**src/rtl/icache_storage_nway_if.sv**
```systemverilog
// icache storage bus: lookup, fill and flush requests
// plus registered lookup results and sweep status.
interface icache_storage_nway_if #(
  parameter int WORD_WIDTH = 32,
  parameter int BLOCK_SIZE = 4,
  parameter int WAYS       = 2
);
  localparam int WW = (WAYS > 1) ? $clog2(WAYS) : 1;

  logic                             read;
  logic                             write;
  logic                             flush;
  logic [31:0]                      address;
  logic [WORD_WIDTH*BLOCK_SIZE-1:0] write_block;
  logic [WORD_WIDTH-1:0]            read_data;
  logic                             hit;
  logic                             read_valid;
  logic                             busy;
  logic [WW-1:0]                    fill_way;

  modport master (
    output read, write, flush, address, write_block,
    input  read_data, hit, read_valid, busy, fill_way
  );

  modport slave (
    input  read, write, flush, address, write_block,
    output read_data, hit, read_valid, busy, fill_way
  );
endinterface

```
**src/rtl/icache_storage_nway.sv**
```systemverilog
// N-way set-associative icache tag/data storage with
// true-LRU fills, registered lookup and a flush sweep.
module icache_storage_nway #(
  parameter int BLOCK_SIZE = 4,
  parameter int WORD_WIDTH = 32,
  parameter int INDEX_BITS = 4,
  parameter int WAYS       = 2
) (
  input  logic                  clk,
  input  logic                  reset,
  icache_storage_nway_if.slave  bus
);
  localparam int SETS = 1 << INDEX_BITS;
  localparam int OB   = (BLOCK_SIZE > 1) ? $clog2(BLOCK_SIZE) : 0;
  localparam int OW   = (OB > 0) ? OB : 1;
  localparam int TB   = 32 - INDEX_BITS - OB;
  localparam int AW   = (WAYS > 1) ? $clog2(WAYS) : 1;
  localparam int BW   = WORD_WIDTH * BLOCK_SIZE;

  typedef enum logic {IDLE, SWEEP} state_t;

  state_t                state_q;
  logic [INDEX_BITS-1:0] cnt_q;
  logic                  valid_q [SETS][WAYS];
  logic [TB-1:0]         tag_q   [SETS][WAYS];
  logic [BW-1:0]         data_q  [SETS][WAYS];
  logic [AW-1:0]         age_q   [SETS][WAYS];

  logic [WORD_WIDTH-1:0] rdata_q;
  logic                  hit_q;
  logic                  rvalid_q;
  logic                  busy_q;
  logic [AW-1:0]         fway_q;

  logic [INDEX_BITS-1:0] idx;
  logic [TB-1:0]         tag;
  logic [OW-1:0]         off;

  assign idx = bus.address[OB +: INDEX_BITS];
  assign tag = bus.address[31 -: TB];
  assign off = OW'(bus.address & 32'(BLOCK_SIZE - 1));

  logic idle;
  logic rd_en;
  logic wr_en;

  // A flush pulse wins over read/write; nothing is accepted mid-sweep.
  assign idle  = (state_q == IDLE);
  assign rd_en = bus.read  && idle && !bus.flush;
  assign wr_en = bus.write && idle && !bus.flush;

  logic [WAYS-1:0]       match;
  logic [AW-1:0]         hway;
  logic                  hit_c;
  logic [WORD_WIDTH-1:0] word_c;

  // Tag compare across all valid ways of the indexed set.
  always_comb begin
    match = '0;
    hway  = '0;
    for (int w = 0; w < WAYS; w++) begin
      if (valid_q[idx][w] && tag_q[idx][w] == tag) begin
        match[w] = 1'b1;
        hway     = AW'(w);
      end
    end
    hit_c  = |match;
    word_c = data_q[idx][hway][int'(off)*WORD_WIDTH +: WORD_WIDTH];
  end

  logic          inv_found;
  logic [AW-1:0] inv_way;
  logic [AW-1:0] lru_way;
  logic [AW-1:0] fway_c;

  // Victim choice: resident tag, else lowest invalid, else LRU.
  always_comb begin
    inv_found = 1'b0;
    inv_way   = '0;
    lru_way   = '0;
    for (int w = WAYS - 1; w >= 0; w--) begin
      if (!valid_q[idx][w]) begin
        inv_found = 1'b1;
        inv_way   = AW'(w);
      end
      if (age_q[idx][w] == AW'(WAYS - 1)) begin
        lru_way = AW'(w);
      end
    end
    if (hit_c) begin
      fway_c = hway;
    end else if (inv_found) begin
      fway_c = inv_way;
    end else begin
      fway_c = lru_way;
    end
  end

  logic          mru_en;
  logic [AW-1:0] mru_way;
  logic [AW-1:0] age_d [WAYS];

  // Read and write share one address, so a fill's LRU
  // update always supersedes a same-cycle hit's.
  always_comb begin
    mru_en  = wr_en || (rd_en && hit_c);
    mru_way = wr_en ? fway_c : hway;
    for (int v = 0; v < WAYS; v++) begin
      if (AW'(v) == mru_way) begin
        age_d[v] = '0;
      end else if (age_q[idx][v] < age_q[idx][mru_way]) begin
        age_d[v] = age_q[idx][v] + 1'b1;
      end else begin
        age_d[v] = age_q[idx][v];
      end
    end
  end

  // Control state: valid/tag/age arrays, results, flush FSM.
  always_ff @(posedge clk) begin
    if (reset) begin
      state_q  <= IDLE;
      cnt_q    <= '0;
      busy_q   <= 1'b0;
      rvalid_q <= 1'b0;
      hit_q    <= 1'b0;
      rdata_q  <= '0;
      fway_q   <= '0;
      for (int s = 0; s < SETS; s++) begin
        for (int w = 0; w < WAYS; w++) begin
          valid_q[s][w] <= 1'b0;
          age_q[s][w]   <= AW'(w);
        end
      end
    end else begin
      rvalid_q <= rd_en;
      if (rd_en) begin
        hit_q   <= hit_c;
        rdata_q <= hit_c ? word_c : '0;
      end
      if (wr_en) begin
        valid_q[idx][fway_c] <= 1'b1;
        tag_q[idx][fway_c]   <= tag;
        fway_q               <= fway_c;
      end
      if (mru_en) begin
        for (int v = 0; v < WAYS; v++) begin
          age_q[idx][v] <= age_d[v];
        end
      end
      unique case (state_q)
        IDLE: begin
          if (bus.flush) begin
            state_q <= SWEEP;
            cnt_q   <= '0;
            busy_q  <= 1'b1;
          end
        end
        SWEEP: begin
          for (int w = 0; w < WAYS; w++) begin
            valid_q[cnt_q][w] <= 1'b0;
            age_q[cnt_q][w]   <= AW'(w);
          end
          cnt_q <= cnt_q + 1'b1;
          if (cnt_q == INDEX_BITS'(SETS - 1)) begin
            state_q <= IDLE;
            busy_q  <= 1'b0;
          end
        end
      endcase
    end
  end

  // Block data is never cleared, only overwritten by fills.
  always_ff @(posedge clk) begin
    if (wr_en) begin
      data_q[idx][fway_c] <= bus.write_block;
    end
  end

  assign bus.read_data  = rdata_q;
  assign bus.hit        = hit_q;
  assign bus.read_valid = rvalid_q;
  assign bus.busy       = busy_q;
  assign bus.fill_way   = fway_q;
endmodule
```
**src/flat_wrapper.sv**
```systemverilog
// flat-port wrapper written by rule: the top's interface ports become plain ports
module icache_storage_nway_flat 
#(
  parameter int BLOCK_SIZE = 4,
  parameter int WORD_WIDTH = 32,
  parameter int INDEX_BITS = 4,
  parameter int WAYS       = 2
)
  (clk, reset, bus_read, bus_write, bus_flush, bus_address, bus_write_block, bus_read_data, bus_hit, bus_read_valid, bus_busy, bus_fill_way);
  icache_storage_nway_if #(.WORD_WIDTH(WORD_WIDTH), .BLOCK_SIZE(BLOCK_SIZE), .WAYS(WAYS)) bus_i ();
  input  logic clk;
  input  logic reset;
  input wire logic [$bits(bus_i.read)-1:0] bus_read;
  input wire logic [$bits(bus_i.write)-1:0] bus_write;
  input wire logic [$bits(bus_i.flush)-1:0] bus_flush;
  input wire logic [$bits(bus_i.address)-1:0] bus_address;
  input wire logic [$bits(bus_i.write_block)-1:0] bus_write_block;
  output wire logic [$bits(bus_i.read_data)-1:0] bus_read_data;
  output wire logic [$bits(bus_i.hit)-1:0] bus_hit;
  output wire logic [$bits(bus_i.read_valid)-1:0] bus_read_valid;
  output wire logic [$bits(bus_i.busy)-1:0] bus_busy;
  output wire logic [$bits(bus_i.fill_way)-1:0] bus_fill_way;
  assign bus_i.read = bus_read;
  assign bus_i.write = bus_write;
  assign bus_i.flush = bus_flush;
  assign bus_i.address = bus_address;
  assign bus_i.write_block = bus_write_block;
  assign bus_read_data = bus_i.read_data;
  assign bus_hit = bus_i.hit;
  assign bus_read_valid = bus_i.read_valid;
  assign bus_busy = bus_i.busy;
  assign bus_fill_way = bus_i.fill_way;
  icache_storage_nway #(.BLOCK_SIZE(BLOCK_SIZE), .WORD_WIDTH(WORD_WIDTH), .INDEX_BITS(INDEX_BITS), .WAYS(WAYS)) u_core (.clk(clk), .reset(reset), .bus(bus_i));
endmodule
```
**config.mk**
```make
export PLATFORM = sky130hd
export DESIGN_NAME = icache_storage_nway_flat
export DESIGN_NICKNAME = d
export VERILOG_FILES = /design/src/rtl/icache_storage_nway_if.sv /design/src/rtl/icache_storage_nway.sv /design/src/flat_wrapper.sv
export SDC_FILE = /design/constraint.sdc
export NUM_CORES = 2
export LEC_CHECK = 0
export CORE_MARGIN = 3
export CORE_UTILIZATION = 45
export DETAILED_ROUTE_END_ITERATION = 8
export DONT_BUFFER_PORTS = 1
export MAX_ROUTING_LAYER = met4
export PLACE_DENSITY_LB_ADDON = 0.3
export SETUP_SLACK_MARGIN = 0.05
export SLEW_MARGIN = 20
export SYNTH_ARGS = -nofsm -noshare
export SYNTH_HDL_FRONTEND = slang
export SYNTH_MEMORY_MAX_BITS = 65536
export SYNTH_SLANG_ARGS = --single-unit
```
**constraint.sdc**
```tcl
create_clock -name clk -period 16.2 [get_ports clk]
set_clock_uncertainty 0.15 [all_clocks]
set_input_delay 0.81 -clock clk [delete_from_list [all_inputs] [get_ports clk]]
set_output_delay 0.81 -clock clk [all_outputs]
set_load 0.02 [all_outputs]
```
==> run metrics <==
Final Max Tran Viols=87; fin crit period=7.73 ns; failing checks=max-slew violations; maximum fanout along the worst path=83; H-Tree Depth=6; Area growth, synth to finish=13.7%; ys flop type=edfxtp_1; total CTS buffers=522; Setup TNS Final=0 ns; drt drc=0; row cnt=240; port bufs=0; dpl hpwl=268000 um; critical path startpoint category=primary input; area of the core=0.429 mm^2; Via density=6.31; dpl cell area=0.202 mm^2; synthesized instance count=8222; clock-pin slew on the worst setup and hold paths=0.06 ns; worst min path class=in -> reg; CP Data Arrival Time=8.21 ns; GPL Wtd Cong=0.860; period utilization=47.7%; metal3 WL=50500 um; Setup CP Type=in -> reg; initial antenna violation count=42; mapped cell area=0.194 mm^2; hold buffer count at cts=232; Ports=201; Overall Global Routing Usage=24.3%; WHS=0.104 ns; CTS sink count=5033; Die Wd=663 um; Post-CTS Resized=0; first-pass GRT wire length=737000 um; number of global-route vias before repair=93600; Max Freq=129 MHz; status=complete, but fails checks; Mapped Nets=8388; Syn. warnings=0; post-route insts no fill=14800; Fin. Hold Viols=0; asr flop ratio synth=0%; fin nets=8882; first-pass iteration count of the detailed router=6; Peak VDD IR=0.000128 V; Post-CTS Setup Inserts=0; Final Core Density=51.6%; routed len/inst=35.3 um; Post-Syn Area per Cell=23.6 um^2; CTS tree=built; Routed Antenna Nets=0; initial DRC count=12300; hold path depth=2; P_leak=68.2 nW; share of layout cells above drive strength 1=29.8%; Die Height=663 um; largest net degree at the start of global routing=318; sequential share of the synthesized area=77.5%; top layer in use=met4; die area=0.440 mm^2; clk buf depth=4; EDFF count, synth=4991; CP endpoint kind=flip-flop; RSZ-0062 raised after global routing=no; Final setup viols=0; max_slew headroom=-20.5%; total grt overflow=0; worst slew pin tran=1.81 ns; Critical Path RT=16.68 ns; Cell Pwr Density=123 mW/mm^2; WL met1=201000 um; vias=93600; worst-case reg-to-reg path depth=13; Starting Density=45.3%; max_cap viols=0; Design Area, Final=0.221 mm^2; placed instance count=13600; CTS Root Cell=clkbuf_16; number of library cell types mapped by synthesis=79; Routed WL=523000 um; later-pin clock latency in the skew report=1.05 ns; met2 WL=256000 um; flops & latches, synth=5033
-- logic make-up after synthesis --
kind of cell	synth area share (%)
flip-flops	77.5
multiplexers	18.3
AND/OR/NAND/NOR	1.46
buffers and inverters	1.13
AO/OA/AOI/OAI	1.39
XOR/XNOR	0.243
adder cells (fa/ha/maj)	0.00643
-- cells in the mapped netlist (6+ instances only) --
| library cell | n | area share [%] |
|---|---|---|
| edfxtp_1 | 4991 | 77 |
| mux4_2 | 1434 | 17 |
| clkbuf_1 | 258 | 0.50 |
| nand2_1 | 207 | 0.40 |
| mux2i_1 | 164 | 0.84 |
| mux2_2 | 133 | 0.77 |
| nor2_1 | 125 | 0.24 |
| buf_2 | 124 | 0.32 |
| o22ai_1 | 54 | 0.17 |
| nor3_1 | 52 | 0.13 |
| a21oi_1 | 48 | 0.12 |
| buf_1 | 45 | 0.087 |
| xnor2_1 | 45 | 0.20 |
| dfxtp_1 | 42 | 0.43 |
| a22oi_1 | 41 | 0.16 |
| nand3_1 | 40 | 0.10 |
| and4b_1 | 33 | 0.17 |
| nor4_1 | 33 | 0.11 |
| a2111oi_2 | 29 | 0.22 |
| o21ai_2 | 29 | 0.13 |
| buf_6 | 25 | 0.14 |
| o21ai_0 | 21 | 0.054 |
| a211oi_1 | 19 | 0.073 |
| a22o_1 | 15 | 0.068 |
| a221oi_1 | 14 | 0.063 |
| inv_1 | 13 | 0.025 |
| nor2b_1 | 12 | 0.039 |
| and3_1 | 11 | 0.035 |
| and2_1 | 10 | 0.032 |
| buf_4 | 10 | 0.039 |
| nand2b_1 | 10 | 0.032 |
| xor2_1 | 9 | 0.041 |
| a31oi_1 | 8 | 0.026 |
| a2111oi_0 | 7 | 0.032 |
| a21boi_0 | 7 | 0.027 |
| nand4_1 | 7 | 0.023 |
| a21o_1 | 6 | 0.023 |
| o31ai_1 | 6 | 0.023 |
-- per-stage QoR --
step	setup WS [ns]	power, mW
6_report	8.47	27.2
5_1_grt	8.28	28.0
2_1_floorplan	3.01	15.4
3_5_place_dp	7.60	15.7
4_1_cts	8.63	27.4
3_3_place_gp	7.50	15.7
-- final timing paths --
path / slack [ns] / endpoint / from
max: 8.47 / u_core.data_q[13][62] / bus_address[2]
min: 0.10 / u_core.bus.fill_way / bus_write
max reg2reg: 9.39 / u_core.data_q[13][62] / u_core.tag_q[4][19]
min reg2reg: 0.49 / u_core.cnt_q[2] / u_core.cnt_q[2]
-- sequential cells by signal, summed over array words and instances, names as in the netlist --
name,flops
u_core.age_q,32
u_core.bus.busy,1
u_core.bus.fill_way,1
u_core.bus.hit,1
u_core.bus.read_data,32
u_core.bus.read_valid,1
u_core.cnt_q,4
u_core.data_q,4096
u_core.state_q,1
u_core.tag_q,832
u_core.valid_q,32
-- layer usage --
layer	up-vias	GRT usage, %
met5	-	-
met4	0	6.16
met3	810	4.94
met2	5062	38.2
met1	51200	32.7
li1	36500	-
-- layout by cell type, fill, tap and decap left out, types with 42 or more instances in the layout --
cell,n
a21oi_1,48
buf_12,96
buf_2,55
buf_4,160
clkbuf_1,152
clkbuf_16,535
clkinv_1,99
clkinv_2,50
dfxtp_1,42
dlygate4sd3_1,103
edfxtp_1,4991
mux2_2,133
mux2i_1,164
mux4_2,1434
nand2_1,205
nor2_1,106
o22ai_1,54
xnor2_1,45
-- critical path, cell delays in order --
cell and delay, ns:
buf_16 0.30, buf_16 0.55, nand2b_1 0.53, buf_4 0.41, o22ai_1 0.22, a221oi_1 0.11, xor2_1 0.22, a2111oi_0 0.55
nand4_1 0.29, nor4_4 0.38, buf_4 0.55, a21oi_1 0.23, nand2b_4 0.40, nor2_4 0.84, buf_4 0.81, buf_12 0.58
-- where the power goes --
part,total [mW],internal [mW],switching (mW)
Clock,11.5,6.52,4.96
Combinational,1.32,0.542,0.782
Sequential,14.4,14.4,0.0150
Total,27.2,21.4,5.76
-- layout make-up --
| class | instances | area (um^2) |
|---|---|---|
| Antenna cell | 35 | 87.6 |
| Clock buffer | 690 | 14000 |
| Clock inverter | 233 | 2230 |
| Fill cell | 32500 | 208000 |
| Inverter | 16 | 67.6 |
| Multi-Input combinational cell | 2710 | 41900 |
| Sequential cell | 5033 | 151000 |
| Tap cell | 5687 | 7120 |
| Timing Repair Buffer | 433 | 4950 |
No activity file was read; power rests on OpenSTA's default activity.
